### src/rtl/cpu_pkg.sv
// Shared definitions for the memory arbiter: FSM state encoding, grant ids and default sizes.
package cpu_pkg;

  localparam int ADDR_W_DEF      = 32;
  localparam int DATA_W_DEF      = 32;
  localparam int TIMEOUT_CYC_DEF = 255;

  typedef enum logic [1:0] {
    IDLE   = 2'd0,
    BUSY_D = 2'd1,
    BUSY_I = 2'd2,
    DONE   = 2'd3
  } arb_state_e;

  localparam logic GNT_I = 1'b0;
  localparam logic GNT_D = 1'b1;

  // Width of a counter that must be able to hold the value n.
  function automatic int cnt_width(input int n);
    return (n < 1) ? 1 : $clog2(n + 1);
  endfunction

endpackage

### src/rtl/arb_timer.sv
// Access wait counter: cleared on grant, counts busy cycles without ack, saturates at TIMEOUT_CYC.
module arb_timer
  import cpu_pkg::*;
#(
  parameter int TIMEOUT_CYC = TIMEOUT_CYC_DEF
) (
  input  logic clk_i,
  input  logic rst_i,
  input  logic clr_i,
  input  logic inc_i,
  output logic expire_o
);

  localparam int            CW   = cnt_width(TIMEOUT_CYC);
  localparam logic [CW-1:0] LAST = CW'(TIMEOUT_CYC - 1);
  localparam logic [CW-1:0] MAX  = CW'(TIMEOUT_CYC);

  logic [CW-1:0] r_cnt;

  always_ff @(posedge clk_i or posedge rst_i) begin
    if (rst_i) begin
      r_cnt <= '0;
    end else if (clr_i) begin
      r_cnt <= '0;
    end else if (inc_i && (r_cnt != MAX)) begin
      r_cnt <= r_cnt + 1'b1;
    end
  end

  // High when the coming un-acked edge brings the count up to TIMEOUT_CYC.
  assign expire_o = (r_cnt == LAST);

endmodule

### src/rtl/mem_arbiter.sv
// Two-requester (fetch / data) arbiter onto a single shared memory port with alternating priority.
module mem_arbiter
  import cpu_pkg::*;
#(
  parameter int ADDR_W      = ADDR_W_DEF,
  parameter int DATA_W      = DATA_W_DEF,
  parameter int TIMEOUT_CYC = TIMEOUT_CYC_DEF
) (
  input  logic              clk_i,
  input  logic              rst_i,
  input  logic              start_i,
  input  logic              if_req_i,
  input  logic [ADDR_W-1:0] if_addr_i,
  output logic [DATA_W-1:0] if_rdata_o,
  output logic              if_ready_o,
  input  logic              dm_req_i,
  input  logic              dm_we_i,
  input  logic [ADDR_W-1:0] dm_addr_i,
  input  logic [DATA_W-1:0] dm_wdata_i,
  output logic [DATA_W-1:0] dm_rdata_o,
  output logic              dm_ready_o,
  output logic              mem_req_o,
  output logic              mem_we_o,
  output logic [ADDR_W-1:0] mem_addr_o,
  output logic [DATA_W-1:0] mem_wdata_o,
  input  logic              mem_ack_i,
  input  logic [DATA_W-1:0] mem_rdata_i,
  output logic              stall_o,
  output logic              err_o
);

  arb_state_e        r_state;
  logic              r_last_grant;
  logic              r_mem_req;
  logic              r_mem_we;
  logic [ADDR_W-1:0] r_mem_addr;
  logic [DATA_W-1:0] r_mem_wdata;
  logic [DATA_W-1:0] r_if_rdata;
  logic [DATA_W-1:0] r_dm_rdata;
  logic              r_err;

  logic w_busy;
  logic w_grant;
  logic w_pick_d;
  logic w_expire;

  assign w_busy   = (r_state == BUSY_D) || (r_state == BUSY_I);
  assign w_grant  = (r_state == IDLE) && start_i && (if_req_i || dm_req_i);
  // On a conflict the requester that did not win last time is served.
  assign w_pick_d = dm_req_i && (!if_req_i || (r_last_grant == GNT_I));

  arb_timer #(
    .TIMEOUT_CYC(TIMEOUT_CYC)
  ) u_timer (
    .clk_i   (clk_i),
    .rst_i   (rst_i),
    .clr_i   (w_grant),
    .inc_i   (w_busy && !mem_ack_i),
    .expire_o(w_expire)
  );

  always_ff @(posedge clk_i or posedge rst_i) begin
    if (rst_i) begin
      r_state      <= IDLE;
      r_last_grant <= GNT_I;
      r_mem_req    <= 1'b0;
      r_mem_we     <= 1'b0;
      r_mem_addr   <= '0;
      r_mem_wdata  <= '0;
      r_if_rdata   <= '0;
      r_dm_rdata   <= '0;
      r_err        <= 1'b0;
    end else begin
      case (r_state)
        IDLE: begin
          if (w_grant) begin
            r_mem_req <= 1'b1;
            if (w_pick_d) begin
              r_state      <= BUSY_D;
              r_last_grant <= GNT_D;
              r_mem_we     <= dm_we_i;
              r_mem_addr   <= dm_addr_i;
              r_mem_wdata  <= dm_wdata_i;
            end else begin
              r_state      <= BUSY_I;
              r_last_grant <= GNT_I;
              r_mem_we     <= 1'b0;
              r_mem_addr   <= if_addr_i;
            end
          end
        end
        BUSY_D, BUSY_I: begin
          // Ack takes precedence over a timeout landing on the same edge.
          if (mem_ack_i) begin
            r_mem_req <= 1'b0;
            r_state   <= DONE;
            if (r_state == BUSY_I) begin
              r_if_rdata <= mem_rdata_i;
            end else if (!r_mem_we) begin
              r_dm_rdata <= mem_rdata_i;
            end
          end else if (w_expire) begin
            r_mem_req <= 1'b0;
            r_err     <= 1'b1;
            r_state   <= DONE;
            if (r_state == BUSY_I) begin
              r_if_rdata <= '0;
            end else begin
              r_dm_rdata <= '0;
            end
          end
        end
        default: begin
          r_state <= IDLE;
        end
      endcase
    end
  end

  assign if_ready_o  = (r_state == DONE) && (r_last_grant == GNT_I);
  assign dm_ready_o  = (r_state == DONE) && (r_last_grant == GNT_D);
  assign if_rdata_o  = r_if_rdata;
  assign dm_rdata_o  = r_dm_rdata;
  assign mem_req_o   = r_mem_req;
  assign mem_we_o    = r_mem_we;
  assign mem_addr_o  = r_mem_addr;
  assign mem_wdata_o = r_mem_wdata;
  assign err_o       = r_err;
  assign stall_o     = (if_req_i && !if_ready_o) || (dm_req_i && !dm_ready_o);

endmodule

### config.mk
export PLATFORM = sky130hd
export DESIGN_NAME = mem_arbiter
export DESIGN_NICKNAME = d
export VERILOG_FILES = /design/src/rtl/cpu_pkg.sv /design/src/rtl/arb_timer.sv /design/src/rtl/mem_arbiter.sv
export SDC_FILE = /design/constraint.sdc
export NUM_CORES = 1
export LEC_CHECK = 0
export CAP_MARGIN = 10
export CORE_MARGIN = 2
export CORE_UTILIZATION = 43
export CTS_BUF_LIST = sky130_fd_sc_hd__clkbuf_4 sky130_fd_sc_hd__clkbuf_8 sky130_fd_sc_hd__clkbuf_16
export CTS_CLUSTER_SIZE = 28
export DETAILED_ROUTE_END_ITERATION = 8
export PLACE_DENSITY = 0.81
export SLEW_MARGIN = 20
export SYNTH_ARGS = -nofsm -noshare
export SYNTH_HDL_FRONTEND = slang
export SYNTH_HIERARCHICAL = 1
export SYNTH_SLANG_ARGS = --single-unit
### constraint.sdc
create_clock -name clk_i -period 5.4 [get_ports clk_i]
set_input_delay 1.08 -clock clk_i [delete_from_list [all_inputs] [get_ports clk_i]]
set_output_delay 1.08 -clock clk_i [all_outputs]
set_load 0.02 [all_outputs]
After elaboration in Yosys (flattened, before gate mapping)
Cells that the tools add are included.
- register bits: 142
- bits of input ports: 135
- output and inout bits: 134
- add/sub/neg operators: 1
- equality and inequality tests: 8
- muxes and demuxes: 23
- bitwise operators: 3
- reductions and logical operators: 29
- operators with widths (kind ; count):
    $mux W32 ; 10
    $mux W8 ; 2
    $reduce_and A3 Y1 ; 4
    $logic_and A1 B1 Y1 ; 9
    $add A8 B1 Y8 const B ; 1
    $eq A8 B8 Y1 const B ; 1
    $mux W2 ; 4
    $ne A8 B8 Y1 const B ; 1
    $reduce_bool A2 Y1 ; 3
    $mux W1 ; 5
    $eq A2 B2 Y1 const B ; 2
    $logic_not A1 Y1 ; 4
    $logic_or A1 B1 Y1 ; 4
    $pmux W2 S2 ; 1
    $reduce_and A2 Y1 ; 2
    $reduce_and A4 Y1 ; 1
    $ne A3 B2 Y1 const B ; 1
    $not A1 Y1 ; 3
    $eq A2 B1 Y1 const B ; 1
    $logic_not A2 Y1 ; 1
    $ne A2 B1 Y1 const B ; 1
    $ne A2 B2 Y1 const B ; 1
    $pmux W1 S2 ; 1
    $reduce_or A2 Y1 ; 1

Logic depth before layout (Yosys ltp)
Gate-level depths: netlist (run 1).
- depth in word-level cells: 6
- depth in mapped cells: 8

Modules after synthesis
Netlist (run 1), hierarchy kept.
- modules (own cells, without submodules) (module ; times used ; cells an instance ; area each (µm²)):
    mem_arbiter ; 1 ; 442 ; 5736.8
    arb_timer ; 1 ; 55 ; 524.3

Worst setup path before layout (run 1)
OpenSTA, ideal clock, no wires.
- path type: input port to output port
- from: input port if_req_i
- to: output port stall_o
- arrival: 1602 ps
- data required time: 4320 ps
- setup slack: 2718 ps
- cell stages on the path: 3
- buffers on the path: 0
- cell sequence: inv_1 > nor2_1 > a2bb2oi_1
- word-level cells in the longest chain between the ends: 2
- RTL lines (element ; line ; RTL):
    from (decl) ; mem_arbiter.sv:12 ; input logic if_req_i,
    $logic_and A1 B1 Y1 ; mem_arbiter.sv:129 ; assign stall_o = (if_req_i && !if_ready_o) || (dm_req_i && !dm_ready_o);
    $logic_or A1 B1 Y1 ; mem_arbiter.sv:129 ;
    to (decl) ; mem_arbiter.sv:28 ; output logic stall_o,
No other way between the ends.

Worst setup path after layout (run 1)
Same ends and word-level chain as after synthesis.

==> summary.log, run 1 <==
[die] Die Area 0.01554 mm2
[setup_path] CP Launch Point if_req_i
[final_layout] fraction of layout cells with a size suffix above 1 15.89%
[die] placeable core area 0.01437 mm2
[cts] number of buffers created by CTS 17
[global_routing] most used routing layer in global routing met2
[cts] post-CTS setup buffer count 0
[power] maximum vdd drop 0.2655 mV
[setup_path] slowest cell on the critical path sky130_fd_sc_hd__clkdlybuf4s50_1
[timing] Max-slew headroom 37.75%
[drt] via/cell ratio 4.946
[timing] final slew viol count 0
[setup_path] Critical Path AT 2720 ps
[drt] number of antenna-violating nets in the routed design 0
[placement] global placer's final weighted congestion 0.8025
[drt] remaining design rule violation count 0
[synth] synth unique cells 43
[drt] DR WL/cell 16.55 um
[synth] cell types with the highest counts after synthesis sky130_fd_sc_hd__dfrtp_1, sky130_fd_sc_hd__nand2_1, sky130_fd_sc_hd__mux2_2
[setup_path] maximum fanout along the worst path 4
[synth] number of instances in the synthesized netlist 497
[setup_path] library cell appearing most often on the critical path sky130_fd_sc_hd__clkdlybuf4s50_1
[timing] maximum achievable frequency 263.2 MHz
[global_routing] maximum number of pins on one net before global-route repair 107
[synth] combined area of all synthesized cells 0.006261 mm2
[final_layout] post-layout utilization of the core 67.46%
[global_routing] global route overflow 0
[placement] HPWL after detailed placement 11600 um
[synth] synthesized area per cell 12.60 um2
[outcome] outcome finished, final reports clean
[flow_run] total of max-cap violations 0
[die] horizontal die dimension 124.7 um
[timing] total negative slack 0 ps
[global_routing] met2 demand-to-capacity share in global routing 34.88%
[synth] count leader, synth sky130_fd_sc_hd__dfrtp_1
[die] effective utilization at floorplan 43.57%
[synth] net count of the mapped netlist 637
[cts] H-tree levels 4
[power] Static Leak 4.361 nW
[synth] part of the Yosys area used for sequential elements 56.75%
[worst_hold_path] type of the tightest min-delay check reg2reg
[synth] number of synthesized register bits 142
[timing] Final Hold Vio Count 0
[setup_path] required time of the critical path 4320 ps
[die] IO Count 269
[synth] warning count from the yosys run 6
[synth] number of enable flip-flop cells after synthesis 0
[final_layout] count of inserted antenna diode cells 0
[global_routing] met3 demand-to-capacity share in global routing 6.443%
[setup_path] cell-by-cell trace of the critical path clkdlybuf4s50_1 -> inv_1 -> nor2_1 -> a2bb2oi_1 -> clkdlybuf4s50_1
[timing] min cycle time layout 3800 ps
[cts] CTS tree built
[setup_path] class of the most critical setup path in2out
[setup_path] Top delay family on crit path buffers and inverters
[final_layout] nets@finish 901
[final_layout] Filler Cells Inserted 1038
[synth] cell accounting for the most synthesized area sky130_fd_sc_hd__dfrtp_1
[final_layout] area used by sequential logic in the layout 0.003553 mm2
[power] power density normalized to cell area 583.6 mW/mm2
[global_routing] antenna violations before repair 0
[drt] final routed wirelength across all metal layers 15860 um
[timing] final setup violation count 0
[cts] number of cells upsized or downsized after cts 0
[global_routing] overall global routing resource usage 20.65%
[cts] clock transition at the register clock pins on the worst setup and hold paths after CTS 50 ps
[global_routing] fraction of met1 tracks used by global routing 25.20%
[final_layout] relative area change from synthesis to final layout 54.82%
[synth] Yosys top cell area share 56.75%
[synth] dominant cells by area after synthesis sky130_fd_sc_hd__dfrtp_1, sky130_fd_sc_hd__mux2_2, sky130_fd_sc_hd__mux2_4
[cts] clock tree root driver cell sky130_fd_sc_hd__clkbuf_16
[global_routing] via count of the first global-routing pass 4928
[placement] number of buffers inserted by port buffering 268
[setup_path] Worst setup EP type primary output
[global_routing] first-pass GRT wire length 25590 um
[drt] DR vias 4738
[die] row cnt 44
[cts] Post-CTS Hold Buffers 0
[worst_hold_path] Min-Delay Startpoint err_o$_DFFE_PP0P_
[timing] worst slew pin tran 933.7 ps
[drt] detailed-router iteration count before antenna repair 4
[cts] Num Clock Sinks 142
[setup_path] type of element launching the critical path input pin
[timing] post-route clock skew 8.887 ps
[timing] Hold Slack 454.8 ps
[final_layout] area of the multi-input gates 0.002459 mm2
[synth] top flip-flop cell by instance count after synthesis sky130_fd_sc_hd__dfrtp_1
[synth] share of flip-flops with an asynchronous set or reset after synthesis 100.0%
[drt] number of design-rule violations left by the first detailed-router iteration 207
[setup_path] reg-to-reg critical path startpoint u_timer/r_cnt[5]$_DFFE_PP0P_
[setup_path] Worst path max stage delay 690 ps
[setup_path] buffering stage count on the worst path with inverters included 3
[timing] setup repair after global routing missed its margin false
[cts] maximum number of buffers from clock root to sink 2
[timing] post-route clock period utilization 70.37%
[cts] clock latency on the worst-skew pair 410 ps
[die] Die H 124.7 um
==> final cells by class <==
cell class | instances | share of cell area (%)
clock buffer | 23 | 5.176
clock inverter | 9 | 1.342
inverter | 23 | 0.9423
multi-input combinational | 303 | 25.36
sequential | 142 | 36.66
tap | 184 | 2.375
timing repair buffer | 274 | 28.14
==> worst register-to-register path, delay by kind of cell (launching register included) <==
kind	cells	cell delay, ps
simple gates	2	600
compound gates	1	600
flops	1	420
mux	1	380
buf+inv	1	370
==> layer usage <==
| layer | vias to the layer above | wire, um |
|---|---|---|
| li1 | 2231 | - |
| met1 | 2295 | 6519 |
| met2 | 192 | 7849 |
| met3 | 20 | 1235 |
| met4 | 0 | 251 |
| met5 | - | 0 |
==> power breakdown <==
group	internal (mW)	switching [mW]	total (mW)
combinational	1.37	1.25	2.62
clock	0.793	0.433	1.23
sequential	1.53	0.281	1.81
==> per-stage QoR <==
step / setup WS (ps) / power, mW / cells / area, um2
6_report: 1600 / 5.657 / 958 / 9693
5_1_grt: 1534 / 5.950 / 958 / 9693
4_1_cts: 1589 / 5.705 / 958 / 9693
3_5_place_dp: 1589 / 4.456 / 926 / 9061
3_3_place_gp: 1615 / 4.364 / 926 / 9061
2_1_floorplan: 737.2 / 3.223 / 497 / 6261
==> layout by cell type (no fill, tap or decap), types with 2 or more instances in the layout <==
cell type / instances
sky130_fd_sc_hd__clkbuf_16: 17
sky130_fd_sc_hd__mux2i_1: 43
sky130_fd_sc_hd__inv_1: 22
sky130_fd_sc_hd__nand3b_1: 2
sky130_fd_sc_hd__a21oi_1: 4
sky130_fd_sc_hd__mux2_4: 30
sky130_fd_sc_hd__dfrtp_1: 142
sky130_fd_sc_hd__and3_1: 3
sky130_fd_sc_hd__mux2_2: 48
sky130_fd_sc_hd__ha_1: 5
sky130_fd_sc_hd__nor4_1: 2
sky130_fd_sc_hd__clkbuf_8: 5
sky130_fd_sc_hd__nand2_1: 55
sky130_fd_sc_hd__buf_4: 6
sky130_fd_sc_hd__and2_1: 23
sky130_fd_sc_hd__a31oi_1: 3
sky130_fd_sc_hd__nor2_1: 9
sky130_fd_sc_hd__nand3_1: 2
sky130_fd_sc_hd__nand4_1: 2
sky130_fd_sc_hd__clkinv_2: 3
sky130_fd_sc_hd__a21o_1: 2
sky130_fd_sc_hd__nor2b_1: 5
sky130_fd_sc_hd__nor3_1: 2
sky130_fd_sc_hd__o21ai_0: 43
sky130_fd_sc_hd__bufinv_16: 3
sky130_fd_sc_hd__inv_6: 2
sky130_fd_sc_hd__clkdlybuf4s50_1: 268
sky130_fd_sc_hd__a211oi_1: 4
==> flip-flops by register name (all words and copies together) (netlist names) <==
register	cells
u_timer/r_cnt	8
r_state	2
dm_rdata_o	32
if_rdata_o	32
mem_req_o	1
err_o	1
mem_wdata_o	32
mem_addr_o	32
r_last_grant	1
mem_we_o	1
==> final timing paths <==
check	end	slack [ps]	cells past startpoint
worst max-delay path	stall_o	1600	5
worst min-delay path	err_o$_DFFE_PP0P_	450	1
worst max register to register	if_rdata_o[25]$_DFFE_PP0P_	2920	5
worst min register to register	err_o$_DFFE_PP0P_	450	1
max in group asynchronous	if_rdata_o[13]$_DFFE_PP0P_	3200	3
min in group asynchronous	u_timer/r_cnt[7]$_DFFE_PP0P_	1040	2
==> kinds of logic (layout without fill, tap and decap cells) <==
group,Yosys count,after routing,share of synthesized area (%)
adder cells (fa/ha/maj),5,5,0.9992
multiplexers,122,122,22.88
AND/OR/NAND/NOR,109,109,8.493
buffers and inverters,52,329,4.237
flip-flops,142,142,56.75
AO/OA/AOI/OAI,67,67,6.635
No activity file was read; power rests on OpenSTA's default activity.
==> run 2: changes to the inputs <==
--- a/config.mk
+++ b/config.mk
@@ -7,11 +7,11 @@
 export LEC_CHECK = 0
 export CAP_MARGIN = 10
 export CORE_MARGIN = 2
-export CORE_UTILIZATION = 43
+export CORE_UTILIZATION = 39
 export CTS_BUF_LIST = sky130_fd_sc_hd__clkbuf_4 sky130_fd_sc_hd__clkbuf_8 sky130_fd_sc_hd__clkbuf_16
 export CTS_CLUSTER_SIZE = 28
 export DETAILED_ROUTE_END_ITERATION = 8
-export PLACE_DENSITY = 0.81
+export PLACE_DENSITY = 0.78
 export SLEW_MARGIN = 20
 export SYNTH_ARGS = -nofsm -noshare
 export SYNTH_HDL_FRONTEND = slang
==> constraint.sdc (replaced) <==
create_clock -name clk_i -period 3.4 [get_ports clk_i]
set_input_delay 0.68 -clock clk_i [delete_from_list [all_inputs] [get_ports clk_i]]
set_output_delay 0.68 -clock clk_i [all_outputs]
set_load 0.02 [all_outputs]
==> summary.log, run 2 (synthesis results as in run 1) <==
[drt] number of design-rule violations left by the first detailed-router iteration 122
[timing] min cycle time layout 2894 ps
[timing] post-route clock skew 8.088 ps
[timing] worst slew pin tran 804.3 ps
[cts] clock latency on the worst-skew pair 400 ps
[global_routing] overall global routing resource usage 18.66%
[placement] HPWL after detailed placement 11960 um
[final_layout] final non-filler cell total 997
[final_layout] commonest cells after routing, fill and taps aside sky130_fd_sc_hd__clkdlybuf4s50_1, sky130_fd_sc_hd__dfrtp_1, sky130_fd_sc_hd__nand2_1
[power] power density normalized to cell area 909.6 mW/mm2
[setup_path] setup slack on the worst flop-to-flop path 1200 ps
[final_layout] count of inserted antenna diode cells 0
[setup_path] class of the most critical setup path in2out
[drt] number of antenna-violating nets in the routed design 0
[setup_path] cell-by-cell trace of the critical path clkdlybuf4s50_1 -> inv_1 -> nor2_1 -> a2bb2oi_1 -> clkdlybuf4s50_1
[die] effective utilization at floorplan 39.70%
[setup_path] library cell appearing most often on the critical path sky130_fd_sc_hd__clkdlybuf4s50_1
[power] switching portion of total power 35.26%
[power] part of the total power dissipated in the clock network 20.7%
[cts] post-CTS setup buffer count 0
[global_routing] maximum number of pins on one net before global-route repair 67
[setup_path] slowest cell on the critical path sky130_fd_sc_hd__clkdlybuf4s50_1
[final_layout] most common library cell in the layout ignoring fill and taps sky130_fd_sc_hd__clkdlybuf4s50_1
[final_layout] Non-Filler Cell Area, Final 0.009788 mm2
[timing] setup repair after global routing missed its margin false
[power] combinational share of power 47.0%
[drt] final routed wirelength across all metal layers 16010 um
[drt] remaining design rule violation count 0
[placement] placed inst area 0.009190 mm2
[placement] Inst Count DP 965
[drt] DR WL/cell 16.06 um
[cts] H-tree levels 4
[cts] Num Clock Sinks 142
[die] row cnt 46
[cts] number of cells upsized or downsized after cts 0
[drt] detailed-router iteration count before antenna repair 4
[power] maximum vdd drop 0.4013 mV
[power] Int Power 5.764 mW
[final_layout] fraction of layout cells with a size suffix above 1 16.65%
[die] placeable core area 0.01577 mm2
[cts] Post-CTS Hold Buffers 0
[cts] clock transition at the register clock pins on the worst setup and hold paths after CTS 60 ps
[timing] total negative slack 0 ps
[die] IO Count 269
[placement] global placer's final weighted congestion 0.7861
[timing] final setup violation count 0
[setup_path] maximum fanout along the worst path 4
[power] fraction of power consumed by sequential logic 32.2%
[global_routing] via count of the first global-routing pass 4983
[cts] clock tree root driver cell sky130_fd_sc_hd__clkbuf_16
[setup_path] required time of the critical path 2720 ps
[die] Die H 130.7 um
[cts] number of buffers created by CTS 17
[setup_path] Worst path max stage delay 620 ps
[timing] Max-slew headroom 46.26%
[cts] maximum number of buffers from clock root to sink 2
[final_layout] relative area change from synthesis to final layout 56.33%
[worst_hold_path] type of the tightest min-delay check reg2reg
[outcome] outcome finished, final reports clean
[setup_path] Worst setup EP type primary output
[global_routing] global route overflow 0
[final_layout] nets@finish 908
[timing] maximum achievable frequency 345.5 MHz
[die] horizontal die dimension 130.7 um
[die] Die Area 0.01708 mm2
[flow_run] total of max-cap violations 0
[setup_path] Critical Path AT 2210 ps
[global_routing] first-pass GRT wire length 24910 um
[drt] DR vias 4748
[global_routing] antenna violations before repair 0
[drt] via/cell ratio 4.762
[power] Static Leak 4.376 nW
[cts] CTS tree built
[setup_path] type of element launching the critical path input pin
[placement] number of buffers inserted by port buffering 268
[timing] final slew viol count 0
[timing] Final Hold Vio Count 0
[power] net switching power 3.139 mW
[timing] post-route clock period utilization 85.12%
run 2: cell types whose count changed in the layout (fill, tap and decap cells not counted):
cell | previous run | this run
sky130_fd_sc_hd__clkinv_4 | 1 | 3
sky130_fd_sc_hd__inv_6 | 2 | 0
sky130_fd_sc_hd__bufinv_16 | 3 | 2
sky130_fd_sc_hd__clkinv_2 | 3 | 2
sky130_fd_sc_hd__inv_8 | 0 | 1
sky130_fd_sc_hd__buf_12 | 0 | 3
sky130_fd_sc_hd__clkinvlp_4 | 1 | 5
sky130_fd_sc_hd__buf_4 | 6 | 10
sky130_fd_sc_hd__clkbuf_8 | 5 | 2
run 2: worst max-delay path, delay by kind of cell:
kind            cells  cell delay, ps
simple gates        1             110
compound gates      1             150
buf+inv             3            1270
run 2: path summary, 6_finish.rpt:
check,from,to,cells after the start
worst max-delay path,if_req_i,stall_o,5
worst min-delay path,mem_addr_o[1]$_DFFE_PP0P_,mem_addr_o[1]$_DFFE_PP0P_,2
worst max register to register,r_state[1]$_DFFE_PP0P_,u_timer/r_cnt[5]$_DFFE_PP0P_,6
worst min register to register,mem_addr_o[1]$_DFFE_PP0P_,mem_addr_o[1]$_DFFE_PP0P_,2
max in group asynchronous,rst_i,if_rdata_o[11]$_DFFE_PP0P_,3
min in group asynchronous,rst_i,u_timer/r_cnt[3]$_DFFE_PP0P_,2
run 2: final cells by class:
class                      count  area (um2)
multi-input combinational    303        2459
tap                          216       270.3
timing repair buffer         281        2818
inverter                      23       90.09
clock buffer                  20       460.4
clock inverter                12       137.6
fill                        1267        5982
sequential                   142        3553
run 2: stage by stage:
| stage | hold WS, ps | setup slack, ps | power (mW) | utilization (%) |
|---|---|---|---|---|
| 2_1_floorplan | 459.2 | 1055 | 5.119 | - |
| 5_1_grt | 504.9 | 424.8 | 9.389 | 62.07 |
| 3_5_place_dp | 474.4 | 513.6 | 7.117 | 58.28 |
| 6_report | 476.3 | 506.0 | 8.903 | 62.07 |
| 3_3_place_gp | 465.9 | 501.6 | 6.976 | 58.28 |
| 4_1_cts | 483.0 | 510.6 | 9.005 | 62.07 |
run 2: power by group through the flow:
stage	combinational, mW	clock, mW	sequential [mW]
2_1_floorplan	1.43	0	3.69
3_3_place_gp	4.12	0	2.85
3_5_place_dp	4.23	0	2.89
4_1_cts	4.24	1.89	2.88
5_1_grt	4.47	1.96	2.96
6_report	4.19	1.84	2.87
run 2: per-layer routing:
metal	GRT usage, %	up-vias	part of all wire, %
li1	-	2235	-
met1	22.59	2306	41
met2	32.17	186	50
met3	5.578	21	7.6
met4	5.882	0	1.6
met5	0	-	0
